--- src/rtl/if_stage_unit.sv ---
// Instruction-fetch stage: PC register, I-cache request and IF/ID pipeline register.
// Absorbs multi-cycle I-cache stalls; a redirect arriving mid-fetch is parked
// in pending_target_q and applied once the stale access completes.
module if_stage_unit #(
  parameter int                     PC_WIDTH    = 32,
  parameter int                     INSTR_WIDTH = 32,
  parameter logic [PC_WIDTH-1:0]    RESET_PC    = 32'h0000_0000,
  parameter logic [INSTR_WIDTH-1:0] NOP_INSTR   = 32'h0000_0013
) (
  input  logic                   CLK,
  input  logic                   RESET,
  input  logic                   reset_IF_reg,
  input  logic                   hold_IF_reg,
  input  logic [PC_WIDTH-1:0]    branch_jump_target,
  input  logic                   imem_busywait,
  input  logic [INSTR_WIDTH-1:0] imem_instruction,
  output logic [PC_WIDTH-1:0]    imem_address,
  output logic                   imem_read,
  output logic [PC_WIDTH-1:0]    if_id_pc,
  output logic [PC_WIDTH-1:0]    if_id_pc4,
  output logic [INSTR_WIDTH-1:0] if_id_instruction,
  output logic                   if_id_valid,
  output logic                   fetch_stall
);

  typedef enum logic {
    ST_RUN,
    ST_REDIRECT_PENDING
  } state_e;

  typedef struct packed {
    logic [PC_WIDTH-1:0]    pc;
    logic [PC_WIDTH-1:0]    pc4;
    logic [INSTR_WIDTH-1:0] instr;
    logic                   valid;
  } ifid_t;

  localparam ifid_t BUBBLE = '{pc: '0, pc4: '0, instr: NOP_INSTR, valid: 1'b0};

  state_e              state_q;
  logic [PC_WIDTH-1:0] pc_q;
  logic [PC_WIDTH-1:0] pending_target_q;
  logic                imem_read_q;
  ifid_t               ifid_q;

  logic [PC_WIDTH-1:0] pc4_d;
  logic [PC_WIDTH-1:0] target_d;

  // Next sequential PC wraps naturally; redirect targets are forced word-aligned.
  assign pc4_d    = pc_q + PC_WIDTH'(4);
  assign target_d = {branch_jump_target[PC_WIDTH-1:2], 2'b00};

  assign imem_address      = pc_q;
  assign imem_read         = imem_read_q;
  assign if_id_pc          = ifid_q.pc;
  assign if_id_pc4         = ifid_q.pc4;
  assign if_id_instruction = ifid_q.instr;
  assign if_id_valid       = ifid_q.valid;
  assign fetch_stall       = (imem_read_q & imem_busywait) | (state_q == ST_REDIRECT_PENDING);

  // Fetch FSM: PC, pending redirect, fetch request and IF/ID register.
  always_ff @(posedge CLK or posedge RESET) begin
    if (RESET) begin
      // NOTE: every state register uses non-blocking assignment so all of them
      // sample the pre-edge values; blocking here would chain updates within one edge.
      state_q          <= ST_RUN;
      pc_q             <= RESET_PC;
      pending_target_q <= '0;
      imem_read_q      <= 1'b0;
      ifid_q           <= BUBBLE;
    end else if (!imem_read_q) begin
      // First edge after reset only raises the request; nothing was fetched yet.
      imem_read_q <= 1'b1;
    end else begin
      case (state_q)
        ST_RUN: begin
          if (reset_IF_reg && !imem_busywait) begin
            pc_q   <= target_d;
            ifid_q <= BUBBLE;
          end else if (reset_IF_reg) begin
            // Address must stay put until the cache finishes; park the target.
            pending_target_q <= target_d;
            state_q          <= ST_REDIRECT_PENDING;
            ifid_q           <= BUBBLE;
          end else if (imem_busywait) begin
            if (!hold_IF_reg) ifid_q <= BUBBLE;
          end else if (hold_IF_reg) begin
            // Word is dropped; the same PC is fetched again next cycle.
          end else begin
            ifid_q <= '{pc: pc_q, pc4: pc4_d, instr: imem_instruction, valid: 1'b1};
            pc_q   <= pc4_d;
          end
        end
        ST_REDIRECT_PENDING: begin
          if (reset_IF_reg) pending_target_q <= target_d;
          if (reset_IF_reg || !hold_IF_reg) ifid_q <= BUBBLE;
          if (!imem_busywait) begin
            // Stale fetch has completed: its word is discarded, newest redirect wins.
            pc_q    <= reset_IF_reg ? target_d : pending_target_q;
            state_q <= ST_RUN;
          end
        end
        default: state_q <= ST_RUN;
      endcase
    end
  end

endmodule

--- config.mk ---
export PLATFORM = sky130hd
export DESIGN_NAME = if_stage_unit
export DESIGN_NICKNAME = d
export VERILOG_FILES = /design/src/rtl/if_stage_unit.sv
export SDC_FILE = /design/constraint.sdc
export NUM_CORES = 1
export LEC_CHECK = 0
export BUFFER_PORTS_ARGS = -buffer_cell sky130_fd_sc_hd__buf_2
export CORE_ASPECT_RATIO = 1.2
export CORE_UTILIZATION = 48
export DETAILED_ROUTE_END_ITERATION = 6
export HOLD_SLACK_MARGIN = 0.08
export PLACE_DENSITY = 0.89
export REMOVE_ABC_BUFFERS = 1
export SYNTH_ARGS = -nofsm -noshare
export SYNTH_HDL_FRONTEND = slang
export SYNTH_SLANG_ARGS = --single-unit
--- constraint.sdc ---
create_clock -name CLK -period 4.8 [get_ports CLK]
set_input_delay 0.72 -clock CLK [delete_from_list [all_inputs] [get_ports CLK]]
set_output_delay 0.72 -clock CLK [all_outputs]
set_load 0.01 [all_outputs]
After elaboration in Yosys (flattened, before gate mapping)
Cells that the tools add are included.
{"block": "totals", "latchBits": 0, "n_memories": 0, "rom_bits": 0, "register_bits": 163, "ramBits": 0}
{"block": "classes", "n_div": 0, "shifts": 0, "magnitude_cmp": 0, "eq_ne": 7, "n_mux": 20, "n_addsub": 1, "bitwise_logic": 3, "n_reduce_logical": 7, "mul": 0}
{"op": "97-bit 2-to-1 mux", "n": 6}
{"op": "32-bit 2-to-1 mux", "n": 7}
{"op": "97-bit one-hot mux with 2 select lines", "n": 1}
{"op": "32-bit one-hot mux with 2 select lines", "n": 2}
{"op": "32-bit by 3-bit adder with 32-bit output, second input constant", "n": 1}
{"op": "3-bit inequality test, second input constant", "n": 3}
{"op": "5-bit AND reduction", "n": 1}
{"op": "2-bit inequality test, second input constant", "n": 2}
{"op": "4-bit inequality test, second input constant", "n": 1}
{"op": "1-bit 2-to-1 mux", "n": 3}
{"op": "3-bit AND reduction", "n": 1}
{"op": "1-bit logical NOT", "n": 2}
{"op": "2-bit by 1-bit inequality test with 1-bit output, second input constant", "n": 1}
{"op": "1-bit one-hot mux with 2 select lines", "n": 1}
{"op": "2-bit AND reduction", "n": 1}
{"op": "1-bit AND", "n": 1}
{"op": "1-bit logical AND", "n": 1}
{"op": "1-bit logical OR", "n": 1}
{"op": "1-bit NOT", "n": 1}
{"op": "1-bit bitwise OR", "n": 1}

Logic depth before layout (Yosys ltp)
{"block": "depth", "ltp_word": 6, "depth_mapped": 7, "depth_no_buf": 5}

Worst setup path before layout
Ideal clock, no wire load.
{"block": "synth_path", "path_type": "input-to-reg", "start": "in reset_IF_reg", "end": "reg ifid_q (netlist bit if_id_pc4[20])", "path_buffers": 2, "setup_time_ps": 69, "cell_stages": 6, "setup_slack_ps": 2479, "arrival_ps": 2252, "required_ps": 4731, "path_cell_list": "clkbuf_1 nor4_4 nand2_1 clkbuf_1 or4_1 nand3_1"}
{"block": "synth_between", "elab_chain_cells": 3, "elab_cells_between_ends": 8, "classes_between": "2 x eq/ne; 3 x mux; 3 x reduce/logical"}
{"element": "start: declaration", "line": "12", "text": "input logic reset_IF_reg,"}
{"element": "97-bit 2-to-1 mux (tied with other cells)", "line": "80", "text": "end else if (reset_IF_reg) begin"}
{"element": "97-bit 2-to-1 mux (tied with other cells)", "line": "77", "text": "if (reset_IF_reg && !imem_busywait) begin"}
{"element": "97-bit one-hot mux with 2 select lines / 3-bit AND reduction (equally long branches)"}
{"element": "end signal: assignment", "line": "90", "text": "ifid_q <= '{pc: pc_q, pc4: pc4_d, instr: imem_instruction, valid: 1'b1};"}
{"element": "end: declaration", "line": "44", "text": "ifid_t ifid_q;"}
Several ways; a longest one is shown, not always the timed one.
A chain may end at the register's enable or synchronous reset.

Worst setup path in the final report
{"block": "layout_path", "start": "reg state_q", "end": "reg pc_q[27], in the netlist imem_address[27]"}
{"block": "layout_between", "elab_chain_cells": 3, "elab_cells_between_ends": 7, "classes_between": "4 x eq/ne; 1 x mux; 1 x bitwise; 1 x reduce/logical"}
{"element": "start: declaration", "line": "40", "text": "state_e state_q;"}
{"element": "start signal: assignment", "line": "66", "text": "state_q <= ST_RUN;"}
{"element": "start signal: assignment", "line": "83", "text": "state_q <= ST_REDIRECT_PENDING;"}
{"element": "start signal: assignment", "line": "100", "text": "state_q <= ST_RUN;"}
{"element": "1-bit NOT"}
{"element": "3-bit inequality test (no source line)"}
{"element": "5-bit AND reduction (no source line)"}
{"element": "end signal: assignment", "line": "78", "text": "pc_q <= target_d;"}
{"element": "end signal: assignment", "line": "91", "text": "pc_q <= pc4_d;"}
{"element": "end signal: assignment", "line": "99", "text": "pc_q <= reset_IF_reg ? target_d : pending_target_q;"}
{"element": "end: declaration", "line": "41", "text": "logic [PC_WIDTH-1:0] pc_q;"}
Several ways; a longest one is shown, not always the timed one.

==> results.md <==
* Crit-path max cell delay at 0.66 ns
* Standard-cell rows at 49
* Max Fclk at 349.2 MHz
* Drt drc at 0
* # IOs at 200
* Antenna Violating Nets Remaining at 0
* Largest net degree at the start of global routing at 104
* Yosys warns at 0
* Root Driver: clkbuf_16
* Worst EP arrival at 3.21 ns
* Max-slew violations at 0
* Minimum clock period at 2.864 ns
* Total CTS buffers at 17
* Vias after detailed routing at 6,430
* Area Overhead vs Synth at 24.59%
* Most common cell after layout, fill and taps aside: buf_2
* Initial antenna violation count at 2
* Pwr Total at 4073 uW
* GRT Util Overall at 26.79%
* DP HPWL at 13.52 mm
* Mapped cell area at 7388 um^2
* Most frequent cells in the layout: buf_2 (197), dfrtp_1 (158), nand2_1 (71)
* Post-synthesis cell count at 676
* #FFs+latches synth at 161
* Worst skew pair latency at 0.43 ns
* Clock Pin Slew Worst Setup and Hold Paths at 0.06 ns
* Wire per inst at 19.76 um
* Vias per cell at 6.095
* Rel. slew slack at 17.56%
* CP bufs+invs at 1
* Layout Cells excl Fill at 1,055
* Buffers added on ports at 197
* Asr flop ratio synth at 100.0%
* Initial Utilization at 49.19%
* Unrepaired setup endpoints after global routing: false
* Mean Syn Cell Area at 10.93 um^2
* Die Ht at 137.9 um
* Worst-margin pin slew at 1.226 ns
* Crit Path Class: flip-flop to flip-flop
* Hold Slack at 0.4578 ns
* Type of the worst min-delay path: primary input to asynchronous set/reset pin
* Post-synth EDFFs at 0
* Final net count at 908
* CTS tree: built
* Max Buffers Root-to-Sink at 2
* Overflow after GRT at 0
* Reg-to-reg startpoint: state_q$_DFFE_PP0P_
* Maximum vdd ir drop at 0.2231 mV
* Share of cells above drive strength 1 at 33.61%
* Crit path max fanout at 30
* CTS H-tree depth at 4
* CP required at 5.15 ns
* # Max-Cap Violations at 0
* CP delay by family, top: simple AND/OR/NAND/NOR gates
* Total power density per cell area at 442.5 nW/um^2
* Worst path cell trace: nor4_4 > nand2_1 > buf_4 > or4_4 > o211ai_1
* Slowest stage cell, crit path: dfrtp_1
* CP Capture Type: flip-flop
* Vias in the first global route at 6,076
* Count of cell types in the netlist at 62
* Pre-antenna DRT Iters at 5
* Startpoint types: flip-flop
* Setup repair bufs after CTS at 0
* Fill cells at 1,235
* Post_cts resized at 0
* Sequential-to-total area share from yosys stat at 54.58%
* # hold bufs at CTS at 0
* Status: completed
* Leakage at 0.004450 uW
* Top FF cell, synth: dfrtp_1
* Start point of the critical path: state_q$_DFFE_PP0P_
* DIE AREA at 15,890 um^2
* WL final at 20.85 mm
* DRT iter0 DRCs at 486
* GPL Wtd Cong at 0.8224
* Fin crit share at 59.67%
* Hold Fails Final Rpt at 0
* Setup violations, final at 0
* Clock net sink count at 161
* Die Width at 115.3 um
* Placed Cells at 1,023
* Area of the core at 15,020 um^2
* Clk_skew at 0.007763 ns
* First-pass GRT wire length at 32.11 mm
* Diode count at 0
worst paths after layout:
path / to / slack, ns / depth (start not counted)
min in group CLK: if_id_pc4[2]$_DFFE_PP0P_ / 0.47 / 2
min: if_id_instruction[6]$_DFFE_PP0P_ / 0.46 / 2
max reg2reg: imem_address[27]$_DFFE_PP0P_ / 1.94 / 5
min reg2reg: if_id_pc4[2]$_DFFE_PP0P_ / 0.47 / 2
max: imem_address[27]$_DFFE_PP0P_ / 1.94 / 5
max in group asynchronous: if_id_instruction[8]$_DFFE_PP0P_ / 3.38 / 3
synth_stat cells (all sizes together) (2+ instances only):
library cell  count  area, um^2
nand4b            2       17.52
o21ai            31       155.1
nand3            25       130.1
a211o             4       35.03
and3             10       62.56
nor2b             4       25.02
o22ai             5       31.28
or4               8       63.81
and4              5       43.79
a21o              4       30.03
xor2              2       17.52
mux2i             7       70.07
buf              15       70.06
nor4             14       108.9
a22o             45       394.1
a222oi            2       20.02
o21a              3       22.52
a211oi            7       52.55
a2bb2oi           2       17.52
nand4            12       75.07
o32a              8       80.08
inv              14       52.55
o311a             3       30.03
and2              6       37.54
clkbuf           49       183.9
a221oi            2       17.52
o221ai            2       17.52
o22a              7       61.31
dfrtp           158        3954
dfstp             3       78.83
nor2             16       60.06
a31oi             7       43.79
xnor2            10       87.58
a22oi             3       22.52
o32ai             9       78.83
a32o              6       60.06
nor3             11       55.05
nand2            72       270.3
a31o              3       26.28
o211ai           15       112.6
mux2             33       371.6
a311oi            6       52.55
nand2b            3       18.77
a21oi             8       40.04
a221o             5       50.05
cell families (layout without fill, tap and decap cells):
family	count (synthesis)	count (layout)	share of synthesized area, %
muxes	40	40	5.978
xor gates and xnor gates	12	12	1.423
buffers and inverters	78	253	4.149
AOI/OAI and AO/OA	191	191	20.15
DFF	161	161	54.58
adders and majority gates	1	1	0.1693
other	1	1	0.05076
and+or+nand+nor	192	192	13.50
sequential cells by signal (all words and copies together), names as in the netlist:
| signal | flops |
|---|---|
| if_id_instruction | 32 |
| if_id_pc | 32 |
| if_id_pc4 | 30 |
| if_id_valid | 1 |
| imem_address | 32 |
| imem_read | 1 |
| pending_target_q | 32 |
| state_q | 1 |
area by class of cell:
| type | count | area, um^2 | share of cell area [%] |
|---|---|---|---|
| tap | 204 | 255.2 | 2.773 |
| multi-input combinational | 437 | 3064 | 33.29 |
| timing repair buffer | 207 | 1061 | 11.53 |
| inverter | 14 | 57.56 | 0.6253 |
| clock buffer | 22 | 484.2 | 5.260 |
| sequential | 161 | 4033 | 43.81 |
| clock inverter | 10 | 250.2 | 2.718 |
power by group:
part | internal, uW | switching (uW)
clock network | 1130 | 535
logic | 296 | 386
registers | 1520 | 206
metrics by stage:
step           util [%]  setup slack (ns)  area (um^2)  setup TNS, ns
2_1_floorplan         -           -0.2633         7134         -41.60
3_3_place_gp      56.39             1.728         8471              0
3_5_place_dp      56.39             1.683         8471              0
4_1_cts           61.28             1.970         9205              0
5_1_grt           61.28             1.763         9205              0
6_report          61.28             1.936         9205              0
routing by layer:
layer,GRT usage [%],wire [um],up-vias
met5,0,22,-
met4,13.78,775,4
met3,8.173,1564,64
met2,42.60,9970,313
met1,32.96,8520,3163
li1,-,-,2886
Note: power is estimated with default switching activity, not from simulation.
